==> src/rtl/key_debounce.sv <==
// rtl/key_debounce.sv - per-key synchroniser, debounce FSM and press/release/strobe pulse generator
//
// Purpose:
//   Conditions NKEYS raw active-low push-button pins for the display/data I/O
//   block. Each key is synchronised (2 flops), debounced by its own FSM, and
//   produces a clean level plus one-cycle press, release and strobe pulses.
//
// Optional feature:
//   KEY_REPEAT_EN - when defined, key_strobe_o also pulses REPEAT_DELAY cycles
//   after a press and every REPEAT_RATE cycles thereafter while the key is held.
//   When undefined, key_strobe_o equals key_press_o.
//
// Ports:
//   clk            in   system clock
//   rst            in   synchronous reset, active-high
//   key_n_i        in   [NKEYS] raw key pins, active-low, asynchronous to clk
//   key_level_o    out  [NKEYS] debounced state, 1 = pressed
//   key_press_o    out  [NKEYS] one-cycle pulse on accepted press
//   key_release_o  out  [NKEYS] one-cycle pulse on accepted release
//   key_strobe_o   out  [NKEYS] one-cycle pulse on press (plus auto-repeats)

module key_debounce #(
   parameter int NKEYS        = 2,
   parameter int DEB_CYCLES   = 1_000_000,
   parameter int REPEAT_DELAY = 25_000_000,
   parameter int REPEAT_RATE  = 5_000_000
) (
   input  logic             clk,
   input  logic             rst,
   input  logic [NKEYS-1:0] key_n_i,
   output logic [NKEYS-1:0] key_level_o,
   output logic [NKEYS-1:0] key_press_o,
   output logic [NKEYS-1:0] key_release_o,
   output logic [NKEYS-1:0] key_strobe_o
);

   localparam int CW = $clog2(DEB_CYCLES);
   localparam logic [CW-1:0] DEB_LAST = CW'(DEB_CYCLES - 1);
   localparam logic [CW-1:0] CNT_ONE  = CW'(1);

   localparam logic [1:0] IDLE         = 2'd0;
   localparam logic [1:0] PRESS_WAIT   = 2'd1;
   localparam logic [1:0] HELD         = 2'd2;
   localparam logic [1:0] RELEASE_WAIT = 2'd3;

   if (DEB_CYCLES < 2 || REPEAT_DELAY < 1 || REPEAT_RATE < 1) begin : g_bad_cfg
      $error("key_debounce: DEB_CYCLES must be >= 2 and repeat timings >= 1");
   end

   logic [NKEYS-1:0]         sync1_q, sync1_d;
   logic [NKEYS-1:0]         sync2_q, sync2_d;
   logic [NKEYS-1:0][1:0]    state_q, state_d;
   logic [NKEYS-1:0][CW-1:0] cnt_q, cnt_d;
   logic [NKEYS-1:0]         level_q, level_d;
   logic [NKEYS-1:0]         press_q, press_d;
   logic [NKEYS-1:0]         release_q, release_d;

`ifdef KEY_REPEAT_EN
   localparam int RPT_MAX = (REPEAT_DELAY > REPEAT_RATE) ? REPEAT_DELAY : REPEAT_RATE;
   localparam int RW      = $clog2(RPT_MAX + 1);
   localparam logic [RW-1:0] RD_LAST = RW'(REPEAT_DELAY - 1);
   localparam logic [RW-1:0] RR_LAST = RW'(REPEAT_RATE - 1);
   localparam logic [RW-1:0] RPT_ONE = RW'(1);

   logic [NKEYS-1:0][RW-1:0] rcnt_q, rcnt_d;
   // 0: waiting for the initial delay, 1: running at the repeat rate
   logic [NKEYS-1:0]         rphase_q, rphase_d;
   logic [NKEYS-1:0]         strobe_q, strobe_d;
`endif

   always_comb begin
      // Synchroniser shifts raw pins in; inverted sense is handled at use sites.
      sync1_d   = key_n_i;
      sync2_d   = sync1_q;
      state_d   = state_q;
      cnt_d     = cnt_q;
      level_d   = level_q;
      press_d   = '0;
      release_d = '0;
`ifdef KEY_REPEAT_EN
      rcnt_d    = rcnt_q;
      rphase_d  = rphase_q;
      strobe_d  = '0;
`endif
      for (int k = 0; k < NKEYS; k++) begin
         case (state_q[k])
            IDLE: begin
               if (!sync2_q[k]) begin
                  state_d[k] = PRESS_WAIT;
                  cnt_d[k]   = CNT_ONE;
               end
            end
            PRESS_WAIT: begin
               if (sync2_q[k]) begin
                  state_d[k] = IDLE;
                  cnt_d[k]   = '0;
               end else if (cnt_q[k] == DEB_LAST) begin
                  state_d[k] = HELD;
                  cnt_d[k]   = '0;
                  level_d[k] = 1'b1;
                  press_d[k] = 1'b1;
`ifdef KEY_REPEAT_EN
                  strobe_d[k] = 1'b1;
                  rcnt_d[k]   = '0;
                  rphase_d[k] = 1'b0;
`endif
               end else begin
                  cnt_d[k] = cnt_q[k] + CNT_ONE;
               end
            end
            HELD: begin
               if (sync2_q[k]) begin
                  state_d[k] = RELEASE_WAIT;
                  cnt_d[k]   = CNT_ONE;
`ifdef KEY_REPEAT_EN
               end else if (rcnt_q[k] == (rphase_q[k] ? RR_LAST : RD_LAST)) begin
                  strobe_d[k] = 1'b1;
                  rcnt_d[k]   = '0;
                  rphase_d[k] = 1'b1;
               end else begin
                  rcnt_d[k] = rcnt_q[k] + RPT_ONE;
`endif
               end
            end
            RELEASE_WAIT: begin
               // Repeat counter is left untouched here so a bounce back to
               // HELD resumes the repeat schedule where it stopped.
               if (!sync2_q[k]) begin
                  state_d[k] = HELD;
                  cnt_d[k]   = '0;
               end else if (cnt_q[k] == DEB_LAST) begin
                  state_d[k]   = IDLE;
                  cnt_d[k]     = '0;
                  level_d[k]   = 1'b0;
                  release_d[k] = 1'b1;
               end else begin
                  cnt_d[k] = cnt_q[k] + CNT_ONE;
               end
            end
            default: begin
               state_d[k] = IDLE;
               cnt_d[k]   = '0;
            end
         endcase
      end
   end

   always_ff @(posedge clk) begin
      if (rst) begin
         sync1_q   <= '1;
         sync2_q   <= '1;
         state_q   <= {NKEYS{IDLE}};
         cnt_q     <= '0;
         level_q   <= '0;
         press_q   <= '0;
         release_q <= '0;
      end else begin
         sync1_q   <= sync1_d;
         sync2_q   <= sync2_d;
         state_q   <= state_d;
         cnt_q     <= cnt_d;
         level_q   <= level_d;
         press_q   <= press_d;
         release_q <= release_d;
      end
   end

`ifdef KEY_REPEAT_EN
   always_ff @(posedge clk) begin
      if (rst) begin
         rcnt_q   <= '0;
         rphase_q <= '0;
         strobe_q <= '0;
      end else begin
         rcnt_q   <= rcnt_d;
         rphase_q <= rphase_d;
         strobe_q <= strobe_d;
      end
   end

   assign key_strobe_o = strobe_q;
`else
   assign key_strobe_o = press_q;
`endif

   assign key_level_o   = level_q;
   assign key_press_o   = press_q;
   assign key_release_o = release_q;

endmodule
==> config.mk <==
export PLATFORM = sky130hd
export DESIGN_NAME = key_debounce
export DESIGN_NICKNAME = d
export VERILOG_FILES = /design/src/rtl/key_debounce.sv
export SDC_FILE = /design/constraint.sdc
export NUM_CORES = 1
export LEC_CHECK = 0
export ABC_AREA = 1
export BUFFER_PORTS_ARGS = -buffer_cell sky130_fd_sc_hd__buf_2
export CAP_MARGIN = 20
export CORE_UTILIZATION = 60
export CTS_CLUSTER_DIAMETER = 80
export CTS_CLUSTER_SIZE = 24
export DETAILED_ROUTE_END_ITERATION = 8
export PLACE_DENSITY = 0.83
export SLEW_MARGIN = 20
export SYNTH_ARGS = -nofsm -noshare
export SYNTH_HDL_FRONTEND = slang
export SYNTH_SLANG_ARGS = --single-unit
==> constraint.sdc <==
create_clock -name clk -period 1.8 [get_ports clk]
set_input_delay 0.09 -clock clk [delete_from_list [all_inputs] [get_ports clk]]
set_output_delay 0.09 -clock clk [all_outputs]
set_load 0.005 [all_outputs]
==> impl_metrics.csv, run 1 <==
group,metric,value,unit
synthesis,netlist_instances,448,
timing,fin_setup_tns,0,ns
drt,wl,6.302,mm
timing,period_needed,1.672,ns
final_layout,ff_latch_area,1081,um2
synthesis,synth_largest_type_area_fraction,36.83,%
hold_path,hold_end,"cnt_q[37]",
hold_path,whs_path_depth,2,
timing,post-route-period-util,92.86,%
synthesis,synth_cell_types,37,
synthesis,synthArstFlopShare,0,%
setup_path,critPathRequiredTime,1.99,ns
setup_path,r2r_slack,0.13,ns
synthesis,synthTopCellsByArea,"dfxtp_1 (37%), nand2_1 (15%), nor2_1 (9.6%)",
power,p_total,2.056,mW
cts,clock_latency,0.31,ns
setup_path,worst_r2r_startpoint,"cnt_q[0]",
setup_path,start_kind,"flip-flop",
timing,fmax,598.3,MHz
hold_path,hp-class,"input pin to flip-flop",
setup_path,path_max_fanout,15,
synthesis,syn_area,2935,um2
drt,drc_errors,0,
synthesis,synth_warnings,0,
placement,io_buffer_count,11,
drt,first_iter_violations,112,
synthesis,ys_ff_latch,54,
drt,via_count,2686,
floorplanning,die_h,71.95,um
synthesis,ys_dominant_reg_cell,"dfxtp_1",
final_layout,syn_to_final_growth,7.800,%
status,outcome,"finished clean",
cts,cts.htree.levels,2,
setup_path,r2r_end,"state_q[0]",
setup_path,cp_data_arrival_time,1.86,ns
synthesis,synth_top_cell_by_area,"dfxtp_1",
final_layout,layout_commonest_cell,"nand2_1",
final_layout,multi_input_area,1558,um2
timing,finalHoldViolCount,0,
synthesis,syn-num-nets,454,
floorplanning,dieArea,5176,um2
synthesis,synth_edf_count,0,
global_routing,grt_usage,26.19,%
drt,wl_per_cell,11.85,um
final_layout,fill_cells,424,
power,vdd_drop_max,0.4245,mV
global_routing,grt_start_max_net_pins,18,
hold_path,hold_start,"rst",
job,max_cap_violations,0,
power,power_per_cell_area,649.7,nW/um2
final_layout,fin_nets,470,
final_layout,final_area,3164,um2
cts,cts_tree,"built",
timing,setup_viol_count_final,0,
placement,dp.final_hpwl,4.689,mm
placement,finalWeightedCongestion,0.9113,
drt,viasPerCell,5.049,
timing,rsz0062_at_grt,"true",
global_routing,grt_pass1_wl,10.70,mm
power,leakage,1.198,nW
floorplanning,initial_core_util,62.15,%
cts,clock_sinks,54,
final_layout,final_util,66.99,%
floorplanning,pin_count,12,
cts,numCtsBuffers,5,
setup_path,reg2reg_depth,8,
synthesis,yosysSeqAreaShare,36.83,%
final_layout,final_cell_mix,"nand2_1 (117), nor2_1 (75), inv_1 (58)",
global_routing,grt_antenna_before_repair,0,
floorplanning,die_w,71.95,um
cts,cts_root_buf,"clkbuf_8",
global_routing,grt_pass1_vias,2570,
timing,fin_skew,0.008777,ns
cts,clk_pin_slew,0.09,ns
timing,tightest_slew,0.3229,ns
synthesis,syn_area_per_cell,6.552,um2
placement,post_dp_cell_area,3055,um2
drt,ant_nets,0,
timing,drv_slew,0,
cts,clock_path_buffers,2,
timing,slew_headroom,78.39,%
floorplanning,fp.coreArea,4723,um2
final_layout,drive_gt1_share,13.98,%
setup_path,critPathCaptureType,"flip-flop",
cts,postCtsSetupBuffers,0,
drt,firstDrtPassIters,4,
setup_path,worstSetupPathType,"flip-flop to flip-flop",
floorplanning,rows,25,
global_routing,overflow,0,
final_layout,diodes,0,
## power by group
group	switching (mW)	leakage [nW]	internal (mW)
clock	0.389	0.0452	0.275
combinational	0.115	0.717	0.0520
sequential	0.0121	0.436	1.21
total	0.516	1.20	1.54
## worst max-delay path, cell delays in order (launching register included)
cell	delay, ns
dfxtp_1	0.36
ha_1	0.22
nand2_2	0.11
nor3_4	0.23
nand3_2	0.16
nand2_4	0.15
inv_4	0.12
nor2_1	0.15
nor3_1	0.06
## worst max path at each step
stage,from,end,slack [ns]
floorplan,cnt_q[0],cnt_q[18],0.28
global placement,cnt_q[20],cnt_q[35],0.18
detailed placement,cnt_q[20],cnt_q[26],0.08
CTS,cnt_q[20],cnt_q[26],0.07
global route,cnt_q[20],flip-flop,-0.02
finish,cnt_q[0],state_q[0],0.13
## Yosys cell counts (2+ instances only)
cell and number:
nand2_1 118, nor2_1 75, inv_1 58, dfxtp_1 54, a21oi_1 22, nand3_1 17
o21ai_0 15, a21oi_2 8, nand2_2 8, nand3_2 8, nand4_1 8, nor3_1 8
or2_2 6, xor2_1 5, buf_4 4, buf_2 3, inv_2 3, nor2_2 3
o21ai_1 3, ha_1 2, nand3b_1 2, or2_0 2, xnor2_1 2
## area by class of cell
type / instances / area share (%)
tap: 67 / 2.649
clock buffer: 6 / 2.293
clock inverter: 2 / 0.4350
sequential: 54 / 34.16
inverter: 62 / 7.434
multi-input combinational: 322 / 49.23
timing repair buffer: 19 / 3.796
## cells by family (layout without fill, tap and decap cells)
kind of cell             count (synthesis)  in the layout  synth area share (%)
AO/OA/AOI/OAI                           52             52                 10.15
XOR/XNOR                                 7              7                 2.089
adder cells (fa/ha/maj)                  2              2                0.8524
buffers and inverters                   72             89                 10.19
flip-flops                              54             54                 36.83
AND/OR/NAND/NOR                        261            261                 39.90
## sequential cells by signal, indices dropped and copies added, names as in the netlist, named ones only
signal / cells
key_release_o: 2
sync1_q: 2
state_q: 2
sync2_q: 2
key_press_o: 2
cnt_q: 40
key_level_o: 2
## stage by stage
step	setup WS, ns	hold WS [ns]	instances
6_report	0.1285	0.05500	532
3_3_place_gp	0.1789	0.2723	522
3_5_place_dp	0.07992	0.2745	522
2_1_floorplan	0.2803	0.1938	448
5_1_grt	-0.02434	0.05769	532
4_1_cts	0.07016	0.04591	532
## metal layers
layer  vias to the layer above  global-route usage, %  share of wire, %
met1                      1199                  29.22                43
met2                        48                  48.95                53
met5                         -                      0                 0
met4                         0                  10.24               1.2
li1                       1431                      -                 -
met3                         8                  5.000               3.1
## what timing repair did
action,in CTS,in global routing
endpoints found under the setup margin,0,12
hold endpoints to repair,2,0
gates resized for setup,0,1
hold buffers,2,0
Power figures use the tool's default switching activity.
==> run 2, diff against run 1 <==
Settings changed: CORE_ASPECT_RATIO set to 0.5.
==> run 2 against run 1 <==
Maximum frequency decreased by 0.72%. Global-route usage is 0.59 points lower. Clock skew rose by 0.0039 ns. Critical path depth did not move. Design area rose by 0.99%. Worst setup slack worse by 0.012 ns. Largest power group unchanged. Cell count fell by 0.19%. Highest routed layer unchanged. First-iteration DRC count grew 14%. Core utilization rose by 3.2 points. Total power grew 7.6%.
==> impl_metrics.csv, run 2 (synthesis results as in run 1) <==
group,metric,value,unit
global_routing,grt_pass1_vias,2375,
global_routing,grt_start_max_net_pins,18,
global_routing,grt_usage,25.60,%
final_layout,largest-register,"cnt_q",
cts,cts_root_buf,"clkbuf_8",
power,p_total,2.212,mW
cts,cts.htree.levels,2,
timing,rsz0062_at_grt,"false",
drt,viasPerCell,5.064,
setup_path,path_max_fanout,15,
power,power_per_cell_area,692.1,nW/um2
setup_path,crit_path_end,"state_q[0]",
setup_path,reg2reg_depth,8,
final_layout,final_cell_mix,"nand2_1 (117), nor2_1 (75), inv_1 (58)",
drt,first_iter_violations,128,
setup_path,cp_data_arrival_time,1.88,ns
final_layout,fin_nets,471,
timing,fin_setup_tns,0,ns
drt,firstDrtPassIters,4,
setup_path,r2r_slack,0.12,ns
floorplanning,rows,17,
placement,io_buffer_count,11,
cts,clock_sinks,54,
drt,wl_per_cell,11.24,um
hold_path,hp-class,"input pin to flip-flop",
global_routing,overflow,0,
global_routing,met2_usage,44.63,%
power,vdd_drop_max,0.3959,mV
final_layout,layout_commonest_cell,"nand2_1",
status,outcome,"finished clean",
global_routing,grtUsageMet3,4.514,%
cts,cts_tree,"built",
setup_path,worst_r2r_startpoint,"cnt_q[1]",
timing,setup_viol_count_final,0,
floorplanning,fp.coreArea,4552,um2
power,leakage,1.210,nW
cts,clock_latency,0.32,ns
timing,slew_headroom,76.90,%
drt,drc_errors,0,
setup_path,r2r_end,"state_q[0]",
job,max_cap_violations,0,
floorplanning,initial_core_util,64.49,%
timing,finalHoldViolCount,0,
floorplanning,die_w,100.9,um
final_layout,largest_register_ffs,40,
timing,fin_skew,0.01267,ns
floorplanning,die_h,51.46,um
global_routing,grtUsageMet1,32.04,%
final_layout,diodes,0,
drt,via_count,2689,
floorplanning,pin_count,12,
cts,clock_path_buffers,2,
cts,clk_pin_slew,0.10,ns
setup_path,critPathCaptureType,"flip-flop",
drt,wl,5.970,mm
floorplanning,dieArea,5193,um2
final_layout,syn_to_final_growth,8.866,%
cts,numCtsBuffers,5,
timing,drv_slew,0,
global_routing,grt_pass1_wl,10.23,mm
setup_path,worstSetupPathType,"flip-flop to flip-flop",
timing,tightest_slew,0.3438,ns
global_routing,grt_antenna_before_repair,0,
global_routing,grt_busiest_layer,"met2",
placement,dp.final_hpwl,4.302,mm
timing,post-route-period-util,93.53,%
drt,ant_nets,0,
setup_path,crit_start,"cnt_q[1]",
final_layout,drive_gt1_share,14.62,%
timing,fmax,594.0,MHz
setup_path,start_kind,"flip-flop",
setup_path,critPathRequiredTime,2.00,ns
timing,period_needed,1.684,ns
placement,finalWeightedCongestion,0.8879,
==> run 2: cell types whose count changed in the layout (fill, tap and decap cells not counted), sizes merged <==
cell and delta:
clkinv -1, clkbuf -1, buf +1, bufinv +1
==> run 2: worst min path at each step <==
stage               slack [ns]               end  startpoint  cells after the start
floorplan                 0.19        sync1_q[0]  key_n_i[0]                      1
global placement          0.27        sync1_q[1]  key_n_i[1]                      2
detailed placement        0.29        sync1_q[1]  key_n_i[1]                      2
CTS                       0.14  key_release_o[0]         rst                      2
global route              0.14  key_release_o[0]         rst                      2
finish                    0.15  key_release_o[1]         rst                      2
==> run 2: what timing repair did <==
action | 4_1_cts | 5_1_grt
hold buffers | 2 | 0
setup buffers | 0 | 2
resized for setup | 0 | 3
hold endpoints to repair | 2 | 0
endpoints found under the setup margin | 0 | 17
==> run 2: area by class of cell <==
class                      instances  area [um2]
multi-input combinational        322        1560
fill                             400        1356
sequential                        54        1082
inverter                          62       235.2
timing repair buffer              20       127.6
tap                               66       82.58
clock buffer                       5       68.82
clock inverter                     2       38.79
==> run 2: report_power, final <==
group	switching, mW	internal (mW)	leakage, nW	total, mW
logic	0.116	0.0491	0.719	0.165
registers	0.0127	1.21	0.437	1.23
clock network	0.412	0.410	0.0542	0.822
total	0.540	1.67	1.21	2.21
==> run 2: per-layer routing <==
layer  routed length, um  vias to the layer above
met5                   0                        -
met3                 246                        7
met4                  76                        0
met1                2934                     1204
met2                2712                       51
li1                    -                     1427
==> run 2: worst max-delay path: stages, from the launching register on <==
cell and delay, ns:
dfxtp_1 0.41, ha_2 0.24, nand2_2 0.10, nor3_4 0.22, nand3_2 0.15, nand2_4 0.14
inv_4 0.11, nor2_1 0.14, nor3_1 0.05
==> run 2: stage by stage <==
| step | hold WS (ns) | worst slack [ns] | util (%) | cell area (um2) | instances |
|---|---|---|---|---|---|
| CTS | 0.1369 | 0.08053 | 69.74 | 3174 | 529 |
| floorplan | 0.1938 | 0.2803 | - | 2935 | 448 |
| global route | 0.1427 | 0.01010 | 70.20 | 3196 | 531 |
| global placement | 0.2716 | 0.1693 | 66.93 | 3047 | 520 |
| finish | 0.1502 | 0.1164 | 70.20 | 3196 | 531 |
| detailed placement | 0.2884 | 0.1040 | 66.93 | 3047 | 520 |
